### src/rtl/pixel_writer_arbiter.sv
// pixel_writer_arbiter: merges escape-count results from the iterator columns
// round-robin, converts each one to an RGB332 colour and SRAM address in a
// two-stage pipeline, writes it to the VGA pixel SRAM and tracks frame progress.
module pixel_writer_arbiter #(
  parameter int PARTITION      = 2,
  parameter int MAX_ITERATIONS = 100,
  parameter int SCREEN_W       = 640,
  parameter int SCREEN_H       = 480,
  parameter int ADDR_W         = 19
) (
  input  logic                     clk,
  input  logic                     reset,
  input  logic                     start,
  input  logic [PARTITION-1:0]     res_valid,
  output logic [PARTITION-1:0]     res_ready,
  input  logic [PARTITION*11-1:0]  res_count,
  input  logic [PARTITION*10-1:0]  res_x,
  input  logic [PARTITION*9-1:0]   res_y,
  input  logic                     mem_busy,
  output logic                     mem_we,
  output logic [ADDR_W-1:0]        mem_addr,
  output logic [7:0]               mem_data,
  output logic [ADDR_W-1:0]        pixels_written,
  output logic                     frame_done
);

  localparam int PTR_W = (PARTITION > 1) ? $clog2(PARTITION) : 1;
  localparam logic [PTR_W:0]    PART_CNT    = (PTR_W+1)'(PARTITION);
  localparam logic [PTR_W-1:0]  PTR_LAST    = PTR_W'(PARTITION - 1);
  localparam logic [ADDR_W-1:0] FRAME_COUNT = ADDR_W'(SCREEN_W * SCREEN_H);
  localparam logic [ADDR_W-1:0] FRAME_LAST  = ADDR_W'(SCREEN_W * SCREEN_H - 1);
  localparam logic [10:0] TH_IN_SET = 11'(MAX_ITERATIONS);
  localparam logic [10:0] TH_QUART  = 11'(MAX_ITERATIONS / 4);
  localparam logic [10:0] TH_SIXT   = 11'(MAX_ITERATIONS / 16);
  localparam logic [10:0] TH_LOW    = 11'd2;

  logic [PTR_W-1:0]  rr_ptr;
  logic [PTR_W-1:0]  grant_idx;
  logic [PTR_W:0]    cand;
  logic              grant_found;
  logic              stall;
  logic              accept;
  logic              write_done;

  logic [10:0]       sel_count;
  logic [9:0]        sel_x;
  logic [8:0]        sel_y;

  logic              s1_valid;
  logic [10:0]       s1_count;
  logic [9:0]        s1_x;
  logic [8:0]        s1_y;

  logic              s2_valid;
  logic              s2_in_range;
  logic [7:0]        colour_next;
  logic [ADDR_W-1:0] addr_next;
  logic              in_range_next;

  // The whole pipeline freezes only when a write is waiting on a busy SRAM;
  // otherwise stage 1 always drains into stage 2, so a new grant is safe.
  assign stall      = mem_busy & s2_valid;
  assign accept     = ~reset & ~stall & grant_found;
  assign mem_we     = s2_valid & s2_in_range;
  assign write_done = mem_we & ~mem_busy;

  assign sel_count = res_count[11*int'(grant_idx) +: 11];
  assign sel_x     = res_x[10*int'(grant_idx) +: 10];
  assign sel_y     = res_y[9*int'(grant_idx) +: 9];

  // Find the first valid column at or after the round-robin pointer, wrapping.
  always_comb begin
    grant_found = 1'b0;
    grant_idx   = '0;
    cand        = '0;
    for (int k = 0; k < PARTITION; k++) begin
      cand = {1'b0, rr_ptr} + (PTR_W+1)'(k);
      if (cand >= PART_CNT) cand = cand - PART_CNT;
      if (!grant_found && res_valid[cand[PTR_W-1:0]]) begin
        grant_found = 1'b1;
        grant_idx   = cand[PTR_W-1:0];
      end
    end
  end

  // Ready is the one-hot grant, only while a transfer can actually happen.
  always_comb begin
    res_ready = '0;
    if (accept) res_ready[grant_idx] = 1'b1;
  end

  // Pointer moves just past the column that was served.
  always_ff @(posedge clk) begin
    if (reset)
      rr_ptr <= '0;
    else if (accept)
      rr_ptr <= (grant_idx == PTR_LAST) ? '0 : grant_idx + 1'b1;
  end

  // Stage 1 captures the granted column's raw result.
  always_ff @(posedge clk) begin
    if (reset) begin
      s1_valid <= 1'b0;
      s1_count <= '0;
      s1_x     <= '0;
      s1_y     <= '0;
    end else if (!stall) begin
      s1_valid <= accept;
      if (accept) begin
        s1_count <= sel_count;
        s1_x     <= sel_x;
        s1_y     <= sel_y;
      end
    end
  end

  // Colour bands for the stage-1 count, darkest band first.
  always_comb begin
    if (s1_count >= TH_IN_SET)
      colour_next = 8'h00;
    else if (s1_count >= TH_QUART)
      colour_next = 8'hFC;
    else if (s1_count >= TH_SIXT)
      colour_next = 8'hE0;
    else if (s1_count >= TH_LOW)
      colour_next = 8'h03;
    else
      colour_next = 8'h01;
  end

  assign addr_next     = ADDR_W'(32'(s1_y) * 32'(SCREEN_W) + 32'(s1_x));
  assign in_range_next = (32'(s1_x) < 32'(SCREEN_W)) && (32'(s1_y) < 32'(SCREEN_H));

  // Stage 2 holds the SRAM write; off-screen pixels travel through without a strobe.
  always_ff @(posedge clk) begin
    if (reset) begin
      s2_valid    <= 1'b0;
      s2_in_range <= 1'b0;
      mem_addr    <= '0;
      mem_data    <= '0;
    end else if (!stall) begin
      s2_valid <= s1_valid;
      if (s1_valid) begin
        s2_in_range <= in_range_next;
        mem_addr    <= addr_next;
        mem_data    <= colour_next;
      end
    end
  end

  // Count completed writes; start wins over a write finishing in the same cycle.
  always_ff @(posedge clk) begin
    if (reset) begin
      pixels_written <= '0;
      frame_done     <= 1'b0;
    end else if (start) begin
      pixels_written <= '0;
      frame_done     <= 1'b0;
    end else if (write_done && pixels_written != FRAME_COUNT) begin
      pixels_written <= pixels_written + 1'b1;
      if (pixels_written == FRAME_LAST) frame_done <= 1'b1;
    end
  end

endmodule

### config.mk
export PLATFORM = sky130hd
export DESIGN_NAME = pixel_writer_arbiter
export DESIGN_NICKNAME = d
export VERILOG_FILES = /design/src/rtl/pixel_writer_arbiter.sv
export SDC_FILE = /design/constraint.sdc
export NUM_CORES = 1
export LEC_CHECK = 0
export BUFFER_PORTS_ARGS = -buffer_cell sky130_fd_sc_hd__buf_2
export CORE_MARGIN = 3
export CORE_UTILIZATION = 56
export CTS_CLUSTER_DIAMETER = 80
export DETAILED_ROUTE_END_ITERATION = 12
export PLACE_DENSITY = 0.91
export SLEW_MARGIN = 10
export SYNTH_ARGS = -nofsm -noshare
export SYNTH_HDL_FRONTEND = slang
export SYNTH_SLANG_ARGS = --single-unit
### constraint.sdc
create_clock -name clk -period 8.1 [get_ports clk]
set_input_delay 0.405 -clock clk [delete_from_list [all_inputs] [get_ports clk]]
set_output_delay 0.405 -clock clk [all_outputs]
set_load 0.02 [all_outputs]
# After elaboration in Yosys (flattened, before gate mapping)

Cells that the tools add are included.
Widths: inputs -> output; s select.

Register bits after elaboration: 81
Input port bits: 66
Logic and storage cells: 73

Add/subtract/negate cells: 6
$mul: 4
$lt $le $gt $ge: 12
Equal/unequal tests: 2
Shift operators: 3
Muxes and demuxes: 18
Bitwise operators: 8
Reductions and logical operators: 9

Operator list:

| kind                  | number |
|---|---|
| $mux 8                | 3 |
| $shiftx 22x6->11      | 1 |
| $shiftx 20x6->10      | 1 |
| $add 19x1->19 const B | 1 |
| $add 19x10->19        | 1 |
| $eq 19x19->1 const B  | 1 |
| $ne 19x19->1 const B  | 1 |
| $shiftx 18x6->9       | 1 |
| $mul 9x3->12 const B  | 1 |
| $mux 1                | 12 |
| $ge 11x2->1 const B   | 1 |
| $ge 11x3->1 const B   | 1 |
| $ge 11x5->1 const B   | 1 |
| $ge 11x7->1 const B   | 1 |
| $lt 10x10->1 const B  | 1 |
| $mul 4x1->5 const A   | 2 |
| $lt 9x9->1 const B    | 1 |
| $lt 1x2->1 const B    | 3 |
| $reduce_and 2->1      | 3 |
| $and 1x1->1           | 5 |
| $logic_and 1x1->1     | 4 |
| $mul 3x1->4 const A   | 1 |
| $mux 2                | 2 |
| $not 1->1             | 3 |
| other kinds (9)       | 10 |

# Logic depth before layout (Yosys ltp)

Depth in word-level cells: 13
Mapped depth: 9
Depth with buffers taken out: 9

# Least setup slack after synthesis

OpenSTA, ideal clock, no wires.

Path type: register -> register
Start point: reg s1_y[1]
End point: reg mem_addr[18]
Arrival: 2.895 ns
Slack: 5.126 ns
Cell stages (with the launch flop): 10
Buffers on the path: 0
Period minus slack after synthesis: 2.974 ns
Cells stage by stage: dfxtp_1 -> ha_1 -> ha_1 -> fa_1 -> xor2_2 -> nand3_1 -> or4_4 -> or3_4 -> or3b_1 -> a211oi_2

Longest elaborated chain between the ends: 2

Ends and longest elaborated chain:

| what                   | line | text |
|---|---|---|
| start, declared        | 52   | `logic [8:0] s1_y;` |
| start signal, assigned | 112  | `s1_y <= sel_y;` |
| $mul 9x3->12           | 131  | `assign addr_next = ADDR_W'(32'(s1_y) * 32'(SCREEN_W) + 32'(s1_x));` |
| $add 19x10->19         | 131  |  |
| end signal, assigned   | 145  | `mem_addr <= addr_next;` |
| end, declared          | 21   | `output logic [ADDR_W-1:0] mem_addr,` |

No other way between the ends.
A chain may end at the register's enable or synchronous reset.

# Worst setup path in the final report

Ends and elaborated chain as after synthesis.

==> results.md <==
* Result of the run: finished clean
* Number of nets with antenna violations after routing at 0
* Commonest cells after routing, fill and taps aside: buf_2, dfxtp_1, nor2_1, a211oi_1, nand2_1
* Max FO, Critical Path at 4
* Arrival time of the worst setup path at 3440 ps
* # Post-CTS Setup Buffers at 0
* Hold WC Path Type: input port to register
* Data required time at the worst endpoint at around 8400 ps
* Commonest non-fill, non-tap cell in the layout: buf_2
* Synthesized netlist cell count at 450
* Post-Synthesis Net Count at between 500 and 600
* Final worst slack at 4930 ps
* Switching power at 0.248 mW
* Number of filler instances in the final layout at between 500 and 600
* Worst Reg2Reg Path Length in Cells at 9
* Seq cells post-synth at 77
* Number of clock buffers inserted by TritonCTS at 9
* Routed Wire Length at between 8 and 9 mm
* Cell Pwr Density at 184 mW/mm²
* Post-layout nets at roughly 640
* Slew headroom at 0.215
* Combinational group share of total power at 0.192
* Die Outline Area at just over 0.008 mm²
* Setup crit end kind: register
* Actual transition at the worst max-transition pin at 1170 ps
* Count of flip-flops with a built-in enable after synthesis at 0
* Internal cell power at 0.614 mW
* Reg-to-reg critical path startpoint: s1_y[1]$_SDFFE_PP0P_
* Yosys warning total at 0
* Final Cell Area at 0.00469 mm²
* Core area at 0.00657 mm²
* Minimum setup slack among reg-to-reg paths at a little under 5000 ps
* Clock root buffer: clkbuf_8
* Resized cells post-CTS at 0
* First DRT Iteration DRCs at 92
* Final hold violations at 0
* Crit path kind: register to register
* Final critical-path share of the clock period at 0.391
* Vias in the first global route at 3389
* Source-to-sink clock delay at the later pin of the worst-skew pair at 350 ps
* Deepest level of the CTS H-tree at 3
* Timing-limited maximum frequency at approximately 0.32 GHz
* Overall power of the completed layout at 0.862 mW
* Total iterations of the first detailed-routing run at 4
* Synthesized area at a little under 0.004 mm²
* Sequential power share at 0.485
* Final Non-Filler Cells at about 650
* Post-layout util at 0.715
* Worst hold margin at 340 ps
* Post-Syn Area per Cell at 8.72 µm²
* Global route total overflow at 0
* Effective utilization at floorplan at 0.597
* I/O pins at 116
* Hold buffers post-CTS at 0
* RR Endpoint: mem_addr[18]$_SDFFE_PP0P_
* Number of vias per cell after detailed routing at 5.53
* Pins over their slew limit at 0
* Final total negative setup slack at 0 ps
* First-pass GRT wire length at 14.6 mm
* Final RePlAce weighted congestion at around 0.85
* Buffers on Ports at 115
* RSZ-0062 raised after global routing: no
* Final critical path time including I/O delays and setup at 3170 ps
* Sequential share of the synthesized area at 0.393
* All-layer global routing usage at 0.228
* Die H at between 80 and 90 µm
* Clock share of power at 0.323
* Die Wd at 89.7 µm
* Number of violations of the max-capacitance limit at 0
* Switch share at 0.288
* Count of inserted antenna diode cells at 0
* Worst clock skew on the final layout at 9.18 ps
* Fraction of final layout cells sized beyond drive strength 1 at 0.251
* Num rows at 29
* Proportion of register bits with asynchronous set or reset after synthesis at 0
* Dpl cell area at 0.00451 mm²
* Post-Place Cells at roughly 630
* Hold path startpoint: mem_busy
* Primary FF master, synth: dfxtp_1
* WHS Endpoint: s2_valid$_SDFFE_PP0N_
* Pin count of the biggest net entering global routing at slightly above 60
* Worst vdd rail ir drop at 135 µV
* Longest Clk Path Bufs at 2
* Post-detailed-route wirelength per cell at 13.7 µm
* Pre-CTS setup slack at 4980 ps
* DRC Markers at 0
* CTS sink count at 77
* Clock Pin Slew Worst Setup and Hold Paths at 80 ps
* Layout area overhead at 19.6%
* Clock tree from TritonCTS: built
* Antenna violations before repair at 0
* Launch point of the worst path: s1_y[1]$_SDFFE_PP0P_
* Critical Path Source Type: register
* Final number of setup-violating endpoints at 0
* Yosys cell types at 51
* Vias at 3576
* Leakage power of the design at 2.19 nW
* Detailed placement HPWL at 6.57 mm
* Hold Path Depth at 3
==> worst max-delay path, cell delays in order (launching register included) <==
cell and delay [ps]:
dfxtp_1 340, ha_1 310, ha_1 250, fa_1 470, xor2_2 230, nand3_1 120
or4_4 440, or3_4 350, or3b_1 380, a211oi_2 210
==> sequential cells by signal (all words and copies together), names as in the netlist <==
name / count
mem_data: 4
mem_addr: 19
pixels_written: 19
s2_valid: 1
s1_valid: 1
s2_in_range: 1
s1_count: 11
s1_x: 10
frame_done: 1
rr_ptr: 1
s1_y: 9
==> logic make-up after synthesis <==
logic type      count (synthesis)  synth area share
simple gates                  165             0.197
compound gates                 97             0.167
flops                          77             0.393
buf+inv                        36            0.0399
mux                            30            0.0766
xor+xnor                       24            0.0555
fa+ha+maj                      21            0.0708
==> synthesized netlist by cell type, types with 2 or more instances <==
cell | count | share of area
buf_4 | 5 | 0.0096
or3_1 | 5 | 0.0080
o21ai_0 | 14 | 0.018
nand2_1 | 32 | 0.031
o21a_1 | 3 | 0.0057
inv_1 | 8 | 0.0077
xor2_1 | 19 | 0.042
nor3_1 | 6 | 0.0077
nor4_1 | 6 | 0.0096
nor2b_1 | 3 | 0.0048
fa_1 | 2 | 0.010
clkbuf_1 | 19 | 0.018
xnor2_1 | 4 | 0.0089
a21o_1 | 3 | 0.0057
mux2i_1 | 30 | 0.077
a21oi_1 | 23 | 0.029
a211oi_1 | 38 | 0.073
nand4_1 | 10 | 0.016
dfxtp_1 | 77 | 0.39
nor2_1 | 73 | 0.070
o211ai_1 | 2 | 0.0038
and3_1 | 5 | 0.0080
and2_1 | 5 | 0.0080
or2_2 | 2 | 0.0032
nand3_1 | 9 | 0.011
buf_1 | 2 | 0.0019
ha_1 | 19 | 0.061
buf_2 | 2 | 0.0026
a211oi_2 | 2 | 0.0064
==> cell type report <==
cell class	count	area [µm²]	share of cell area
Sequential cell	77	1540	0.328
Inverter	8	30.0	0.00640
Timing Repair Buffer	116	583	0.124
Clock inverter	3	46.3	0.00986
Clock buffer	13	139	0.0296
Tap cell	93	116	0.0248
Multi-Input combinational cell	337	2240	0.477
==> metal layers <==
layer	wire [µm]	GRT usage	share of wire	vias to the layer above
met2	4370	0.394	0.49	105
li1	-	-	-	1802
met4	102	0.0866	0.012	0
met1	3930	0.284	0.44	1658
met3	433	0.0392	0.049	11
met5	0	0	0	-
==> how the worst max path moves through the flow <==
stage / depth (start not counted) / slack [ps] / endpoint
after floorplan: 9 / 5130 / mem_addr[18]$_SDFFE_PP0P_
after detailed placement: 9 / 4980 / mem_addr[18]$_SDFFE_PP0P_
final: 9 / 4930 / mem_addr[18]$_SDFFE_PP0P_
after CTS: 9 / 4970 / mem_addr[18]$_SDFFE_PP0P_
after global routing: 9 / 4830 / mem_addr[18]$_SDFFE_PP0P_
after global placement: 9 / 5060 / mem_addr[18]$_SDFFE_PP0P_
==> power groups by stage <==
stage          sequential (mW)  clock, mW  combinational (mW)
5_1_grt                  0.421      0.299               0.186
3_3_place_gp             0.425          0               0.159
3_5_place_dp             0.427          0               0.164
6_report                 0.418      0.278               0.165
2_1_floorplan            0.433          0               0.110
4_1_cts                  0.418      0.283               0.166
(Power assumes the default switching activity.)
